$ cat config.mk
export PLATFORM = sky130hd
export DESIGN_NAME = product_to_bcd
export DESIGN_NICKNAME = d
export VERILOG_FILES = /design/src/rtl/product_to_bcd_pkg.sv /design/src/rtl/product_to_bcd_add3.sv /design/src/rtl/product_to_bcd.sv
export SDC_FILE = /design/constraint.sdc
export NUM_CORES = 1
export LEC_CHECK = 0
export BUFFER_PORTS_ARGS = -buffer_cell sky130_fd_sc_hd__buf_2
export CORE_MARGIN = 1.5
export CORE_UTILIZATION = 35
export DETAILED_ROUTE_END_ITERATION = 7
export GPL_TIMING_DRIVEN = 0
export PLACE_DENSITY_LB_ADDON = 0.25
export RECOVER_POWER = 50
export SLEW_MARGIN = 25
export SYNTH_ARGS = -nofsm -noshare
export SYNTH_HDL_FRONTEND = slang
export SYNTH_SLANG_ARGS = --single-unit
$ cat constraint.sdc
create_clock -name clk -period 3.6 [get_ports clk]
set_input_delay 0.18 -clock clk [delete_from_list [all_inputs] [get_ports clk]]
set_output_delay 0.18 -clock clk [all_outputs]
set_load 0.01 [all_outputs]
$ cat src/rtl/product_to_bcd_pkg.sv
// Shared definitions for the signed-product to BCD converter.
// Optional feature macro: PRODUCT_TO_BCD_BLANK_EN (leading-zero blanking helper).
package product_to_bcd_pkg;

    typedef enum logic [1:0] {
        ST_IDLE    = 2'd0,
        ST_CONVERT = 2'd1,
        ST_FINISH  = 2'd2
    } state_t;

    localparam int PROD_W = 16;
    localparam int DIGITS = 5;
    localparam int ITER   = 16;
    localparam int BCD_W  = DIGITS * 4;
    localparam int CNT_W  = 5;

    localparam logic [3:0] BLANK_CODE = 4'hF;

    // Replace leading zero digits with BLANK_CODE; the units digit always stays visible.
    function automatic logic [BCD_W-1:0] blank_leading(input logic [BCD_W-1:0] d);
        logic [BCD_W-1:0] r;
        logic             lead;
        r    = d;
        lead = 1'b1;
        for (int i = DIGITS - 1; i >= 1; i--) begin
            if (lead && (d[i*4 +: 4] == 4'd0)) begin
                r[i*4 +: 4] = BLANK_CODE;
            end else begin
                lead = 1'b0;
            end
        end
        return r;
    endfunction

endpackage

$ cat src/rtl/product_to_bcd_add3.sv
// Double-dabble correction cell: a digit of 5 or more gets 3 added before the shift.
module bcd_add3_cell (
    input  logic [3:0] i_digit,
    output logic [3:0] o_digit
);

    // Pure combinational correction; inputs never exceed 9 so the sum fits 4 bits.
    always_comb begin
        o_digit = i_digit;
        if (i_digit >= 4'd5) begin
            o_digit = i_digit + 4'd3;
        end
    end

endmodule

$ cat src/rtl/product_to_bcd.sv
// Converts a signed 16-bit product to sign + five BCD digits using double-dabble,
// one shift per cycle for 16 cycles.
// Optional feature macro: PRODUCT_TO_BCD_BLANK_EN (leading zero digits shown as 4'hF).
//
// state   | meaning
// IDLE    | waiting for start; result outputs hold the last value
// CONVERT | one add-3/shift iteration per cycle, counter runs 16 -> 0
// FINISH  | publish sign/bcd, pulse done, return to IDLE
module product_to_bcd
    import product_to_bcd_pkg::*;
(
    input  logic                clk,
    input  logic                reset,
    input  logic [PROD_W-1:0]   product,
    input  logic                start,
    output logic                busy,
    output logic                done,
    output logic                sign,
    output logic [BCD_W-1:0]    bcd
);

    localparam logic [CNT_W-1:0] C_ITER = CNT_W'(ITER);
    localparam logic [CNT_W-1:0] C_LAST = CNT_W'(1);

    state_t r_state;
    state_t w_state_nxt;

    logic [CNT_W-1:0]    r_cnt;
    logic [PROD_W-1:0]   r_mag;
    logic [BCD_W-1:0]    r_digits;
    logic                r_sign_lat;
    logic                r_sign;
    logic [BCD_W-1:0]    r_bcd;
    logic                r_done;

    logic                w_load;
    logic                w_iter;
    logic                w_finish;
    logic                w_busy;
    logic [PROD_W-1:0]   w_abs;
    logic [BCD_W-1:0]    w_adj;
    logic [BCD_W+PROD_W-1:0] w_shift;

    // One correction cell per digit of the working register.
    genvar g;
    generate
        for (g = 0; g < DIGITS; g++) begin : g_add3
            bcd_add3_cell u_add3 (
                .i_digit (r_digits[g*4 +: 4]),
                .o_digit (w_adj[g*4 +: 4])
            );
        end
    endgenerate

    // Magnitude of the two's-complement input; 0x8000 maps to 32768 unchanged.
    always_comb begin
        w_abs   = product[PROD_W-1] ? (~product + 16'd1) : product;
        w_shift = {w_adj, r_mag} << 1;
    end

    // State register.
    always_ff @(posedge clk) begin
        if (!reset) begin
            r_state <= ST_IDLE;
        end else begin
            r_state <= w_state_nxt;
        end
    end

    // Next-state logic; the counter's terminal value ends the conversion.
    always_comb begin
        w_state_nxt = r_state;
        case (r_state)
            ST_IDLE:    if (start) w_state_nxt = ST_CONVERT;
            ST_CONVERT: if (r_cnt == C_LAST) w_state_nxt = ST_FINISH;
            ST_FINISH:  w_state_nxt = ST_IDLE;
            default:    w_state_nxt = ST_IDLE;
        endcase
    end

    // Output/control decode. busy skips the load cycle so it spans exactly 16 cycles.
    always_comb begin
        w_load   = 1'b0;
        w_iter   = 1'b0;
        w_finish = 1'b0;
        w_busy   = 1'b0;
        case (r_state)
            ST_IDLE:    w_load = start;
            ST_CONVERT: begin
                w_iter = 1'b1;
                w_busy = (r_cnt != C_ITER);
            end
            ST_FINISH:  begin
                w_finish = 1'b1;
                w_busy   = 1'b1;
            end
            default:    w_load = 1'b0;
        endcase
    end

    // Datapath: load operands, shift during CONVERT, publish the result in FINISH.
    always_ff @(posedge clk) begin
        if (!reset) begin
            r_cnt      <= '0;
            r_mag      <= '0;
            r_digits   <= '0;
            r_sign_lat <= 1'b0;
            r_sign     <= 1'b0;
            r_bcd      <= '0;
            r_done     <= 1'b0;
        end else begin
            r_done <= 1'b0;
            if (w_load) begin
                r_sign_lat <= product[PROD_W-1];
                r_mag      <= w_abs;
                r_digits   <= '0;
                r_cnt      <= C_ITER;
            end else if (w_iter) begin
                r_digits <= w_shift[BCD_W+PROD_W-1:PROD_W];
                r_mag    <= w_shift[PROD_W-1:0];
                r_cnt    <= r_cnt - C_LAST;
            end else if (w_finish) begin
                r_done <= 1'b1;
                r_sign <= r_sign_lat;
`ifdef PRODUCT_TO_BCD_BLANK_EN
                r_bcd  <= blank_leading(r_digits);
`else
                r_bcd  <= r_digits;
`endif
            end
        end
    end

    assign busy = w_busy;
    assign done = r_done;
    assign sign = r_sign;
    assign bcd  = r_bcd;

endmodule
After elaboration in Yosys (flattened, before gate mapping):

Cells that the tools add are included.

* $add $sub $neg: 7
* multipliers: 0
* divide/modulo/power cells: 0
* magnitude comparators: 5
* eq/ne operators: 6
* shifts and indexed selects: 0
* mux-type cells: 18
* bitwise operators: 4
* reduce and logical (&&, ||, !) cells: 6

Operators with widths (number)
* $mux W16: 3
* $ge A4 B3 Y1 const B: 5
* $add A16 B1 Y16 const B: 1
* $add A4 B2 Y4 const B: 4
* $mux W4: 4
* $not A16 Y16: 1
* $mux W5: 2
* $eq A5 B1 Y1 const B: 1
* $ne A5 B5 Y1 const B: 1
* $sub A5 B1 Y5 const B: 1
* $mux W1: 4
* $mux W2: 2
* $ne A2 B2 Y1 const B: 2
* $pmux W2 S2: 1
* $add A3 B2 Y3 const B: 1
* $mux W3: 1
* $not A1 Y1: 3
* $reduce_and A3 Y1: 1
* $reduce_or A3 Y1: 1
* $eq A2 B1 Y1 const B: 1
* $eq A2 B2 Y1 const B: 1
* $logic_not A2 Y1: 1
* $pmux W1 S2: 1
* $reduce_and A2 Y1: 1
* other kinds (2): 2

* bits in registers: 66
* latch bits: 0
* RAM bits: 0
* memory bits (read-only): 0
* word-level logic and storage cells: 55
* memories: 0

Logic depth before layout (Yosys ltp):

* word-level depth: 4
* mapped depth: 8

Hierarchy:

From an unflattened synthesis, not the netlist that was laid out.

* cell total of the unflattened synthesis: 388
* area total of the unflattened synthesis: 3535.9 um^2

By module, submodules not included
* product_to_bcd: times used 1, cells an instance 308, area an instance 3029.2 um^2
* bcd_add3_cell: times used 5, cells an instance 16, area an instance 101.3 um^2

Worst setup path after synthesis:

Ideal clock, no wire load.

* kind: flip-flop to flip-flop
* start point: reg r_state[1]
* end point: reg r_digits[11]
* setup time: 0.132 ns
* arrival time: 1.786 ns
* path slack: 1.682 ns
* cell stages (with the launch flop): 9
* path buffers: 3
* cell sequence: dfxtp_1 > inv_1 > ha_1 > clkbuf_1 > clkbuf_1 > clkbuf_1 > o21ai_0 > nand2_1 > a21oi_1

* cells in the longest elaborated chain, start to end: 3
* elaborated cells on any way between the ends: 5
* those cells by class: eq/ne (1); mux (2); reduce/logical (2)

Ends and longest elaborated chain
* start: declaration: line product_to_bcd.sv:25 `state_t r_state;`
* start signal: assignment: line product_to_bcd.sv:66 `r_state <= w_state_nxt;`
* $logic_not A2 Y1: line product_to_bcd.sv:87 `case (r_state)`
* $mux W1: line product_to_bcd.sv:87
* $reduce_or A2 Y1 (no line)
* end signal: assignment: line product_to_bcd.sv:119 `r_digits <= w_shift[BCD_W+PROD_W-1:PROD_W];`
* end: declaration: line product_to_bcd.sv:30 `logic [BCD_W-1:0] r_digits;`

Parallel ways exist; a longest one is shown, timed or not.
A chain may end at the register's enable or synchronous reset.

Final worst setup path:

* start point: reg r_state[1]
* end point: reg r_digits[7]

Same word-level chain as after synthesis.

==> Flow_metrics.wiki <==
{| class="wikitable"
! Metric !! Value
|-
| Number of rows created at floorplan || 35
|-
| Shortest clock period the worst path allows after layout || 2600 ps
|-
| Mean number of vias per cell || around 4.8
|-
| Stage delay of the slowest cell on the critical path || 550 ps
|-
| Later-pin clock latency in the skew report || 340 ps
|-
| Core area || 9280 um^2
|-
| Floorplan die area || 10300 um^2
|-
| Terminating pin of the worst hold path || r_mag[0]
|-
| Total DRC errors in the routed layout || 0
|-
| Worst hold path startpoint || product[0]
|-
| Peak supply drop || 0.171 mV
|-
| Setup fix buffers added after clock tree synthesis || 0
|-
| Worst reg2reg startpoint || r_state[1]
|-
| Max transition margin || 51.6%
|-
| Most frequent cells in the layout || sky130_fd_sc_hd__dfxtp_1, sky130_fd_sc_hd__clkbuf_1, sky130_fd_sc_hd__mux2i_1
|-
| Slowest cell on the critical path || sky130_fd_sc_hd__clkbuf_1
|-
| Pint || about 1.2 mW
|-
| H-tree Lvls || 3
|-
| Part of the power in registers || 47.3%
|-
| Clock Pin Slew Worst Setup and Hold Paths || 70 ps
|-
| Most common cell after layout, fill and taps aside || sky130_fd_sc_hd__dfxtp_1
|-
| Clock root buffer || sky130_fd_sc_hd__clkbuf_8
|-
| Cell occurring most often along the worst timing path || sky130_fd_sc_hd__clkbuf_1
|-
| Critical path peak fanout || 10
|-
| GRT Overall Usage || 14.7%
|-
| Number of warnings reported in the yosys synthesis log || 0
|-
| Wire length of the first global-routing pass || 11.8 mm
|-
| Pwr per Cell Area || 437 nW/um^2
|-
| DP Wirelength || slightly below 5 mm
|-
| Height of the die || slightly above 100 um
|-
| Final hold violations || 0
|-
| CP Class || flip-flop to flip-flop
|-
| CTS sink count || 66
|-
| Path depth of the worst reg2reg path || 8
|-
| Count of placed standard cells including taps || 533
|-
| DRC marker count from the first detailed-route iteration || between 50 and 60
|-
| Peak clock frequency supported by timing || 385 MHz
|-
| Reg-to-reg critical path endpoint || r_digits[7]
|-
| Filler cell count || between 900 and 1k
|-
| Overall routed net length || 7.08 mm
|-
| Hold path depth || 3
|-
| Maximum clock insertion buffer count || 2
|-
| CP Data Required Time || roughly 3800 ps
|-
| Max-slew violations || 0
|-
| Count of flip-flops with a built-in enable after synthesis || 0
|-
| Share of the yosys chip area belonging to registers || 39.1%
|-
| Category of the worst setup path capture point || flip-flop
|-
| Initial antenna violation count || 0
|-
| Class of the worst hold path || primary input to flip-flop
|-
| CP arrival || 2790 ps
|-
| Net switching power || 0.500 mW
|-
| Nature of the critical path startpoint || flip-flop
|-
| Slew at the pin closest to its max-slew limit || 727 ps
|-
| Routed via count || 2633
|-
| Setup Total Neg Slack || 0 ps
|-
| Main flop type after synthesis || sky130_fd_sc_hd__dfxtp_1
|-
| Multi-input gate area in the final layout || 1910 um^2
|-
| Buffers added on ports || 40
|-
| RSZ-0062 raised after global routing || false
|-
| Initial core utilization || 36.4%
|-
| Fraction of layout instances using a drive strength above 1 || 10.2%
|-
| Max-capacitance violation count || 0
|-
| Share of power burned in combinational logic || 21.2%
|-
| Die width || 101 um
|-
| Sum of overflow across all layers after global routing || 0
|-
| Final standard cell count with taps included and fillers excluded || around 550
|-
| Hold buffer count at cts || 0
|-
| Storage element area || about 1300 um^2
|-
| Clock buffers created by TritonCTS || 9
|-
| Share of total power in the clock network || a little under a third
|-
| Skew final || 5.51 ps
|-
| Iteration count of the initial detailed-routing pass || 4
|-
| Crit share post-route || 72.1%
|-
| Area of the mapped netlist || 3380 um^2
|-
| Yosys reg bits || 66
|-
| Post-route cell area || 3880 um^2
|-
| Average cell area after synthesis || 9.29 um^2
|-
| Net Sw Frac || roughly 30%
|-
| Average wire length per cell after detail routing || roughly 13 um
|-
| Final weighted congestion of routability-driven global placement || about 0.73
|-
| TritonCTS clock tree || yes
|-
| Number of inserted diodes || 0
|-
| Post-place instance area || 3740 um^2
|-
| Post-synthesis cell count || 364
|-
| Internal reg-to-reg setup slack || 1000 ps
|-
| I/O pin count || 42
|-
| Largest net degree at the start of global routing || 11
|-
| Status || finished, final reports clean
|-
| Routed Antenna Nets || 0
|-
| Post-synthesis to final-layout area growth || 14.7%
|-
| Post_cts resized || 0
|-
| Net count, final || ~450
|-
| Async set-reset flop share out of synthesis || 0%
|-
| Number of global-route vias before repair || 2507
|-
| Finish-stage setup viols || 0
|-
| Leakage power total || between 1 and 1.5 nW
|-
| Critical path, cell by cell || inv_1 -> ha_1 -> clkbuf_1 -> clkbuf_1 -> clkbuf_1 -> o21ai_0 -> nand2_1 -> a21oi_1
|-
| Number of nets produced by synthesis || 400
|-
| Netlist cell types || 40
|}
## state kept, by name, indices dropped and copies added (netlist names)
signal	flops
r_sign_lat	1
bcd	20
done	1
r_cnt	5
r_state	2
sign	1
r_mag	16
r_digits	20
## synthesized netlist by cell type, drive strengths merged, types with 2 or more instances
library cell,number,area (um^2)
or4,4,33.8
a21o,4,30.0
o31ai,2,15.0
buf,3,18.8
or3,3,18.8
a21boi,3,22.5
nor3b,3,22.5
o211a,6,60.1
mux2,8,90.1
xor2,8,70.1
o41ai,4,35.0
o22ai,14,87.6
dfxtp,66,1320
a21oi,15,75.1
ha,17,213
nor2,8,30.0
xnor2,16,140
o21ai,18,90.1
nand2b,21,131
inv,17,63.8
nor2b,25,156
nand2,20,75.1
clkbuf,18,67.6
mux2i,36,360
nand3,13,65.1
## per-stage QoR
stage	hold WS [ps]	setup WS [ps]	utilization, %	total power, mW
4_1_cts	129	1010	42.1	1.72
2_1_floorplan	325	1680	-	1.08
6_report	134	1000	41.8	1.70
3_3_place_gp	452	1070	40.3	1.18
5_1_grt	169	799	41.8	1.80
3_5_place_dp	460	1040	40.3	1.18
## logic make-up after synthesis
| logic type | after synthesis | share of synthesized area (%) |
|---|---|---|
| and+or+nand+nor | 105 | 17.4 |
| DFF | 66 | 39.1 |
| adders and majority gates | 17 | 6.29 |
| AOI/OAI and AO/OA | 70 | 13.3 |
| xor gates and xnor gates | 24 | 6.21 |
| buffers and inverters | 38 | 4.44 |
| muxes | 44 | 13.3 |
## critical path, delay by kind of cell (launching register included)
| kind | cells | cell delay, ps |
|---|---|---|
| flip-flops | 1 | 310 |
| AND/OR/NAND/NOR | 1 | 110 |
| AO/OA/AOI/OAI | 2 | 290 |
| adder cells (fa/ha/maj) | 1 | 150 |
| buffers and inverters | 4 | 1590 |
## cell type report
| cell class | count | area share [%] |
|---|---|---|
| sequential | 66 | 34.0 |
| timing repair buffer | 40 | 4.45 |
| clock buffer | 13 | 3.84 |
| multi-input combinational | 260 | 49.3 |
| tap | 129 | 4.16 |
| buffer | 21 | 2.22 |
| clock inverter | 3 | 0.387 |
| inverter | 17 | 1.64 |
## worst max path at each step
stage | start | end | slack, ps | depth (start not counted)
finish | r_state[1] | r_digits[7] | 1000 | 8
global route | r_state[1] | r_digits[7] | 800 | 8
CTS | r_state[1] | r_digits[7] | 1010 | 8
detailed placement | r_state[1] | r_digits[11] | 1040 | 8
global placement | r_state[1] | r_digits[15] | 1070 | 8
floorplan | r_state[1] | r_digits[11] | 1680 | 8
## layer usage
metal	GRT usage, %	share of wire [%]
met3	2.69	2.9
met2	23.7	45
met1	19.6	51
met4	5.66	1.7
met5	0	0
## power groups by stage
stage / combinational (mW) / clock [mW] / sequential (mW)
final: 0.360 / 0.533 / 0.802
after global routing: 0.404 / 0.587 / 0.807
after CTS: 0.363 / 0.551 / 0.802
after detailed placement: 0.361 / 0 / 0.819
after global placement: 0.358 / 0 / 0.818
after floorplan: 0.270 / 0 / 0.812
No activity file was read; power rests on OpenSTA's default activity.
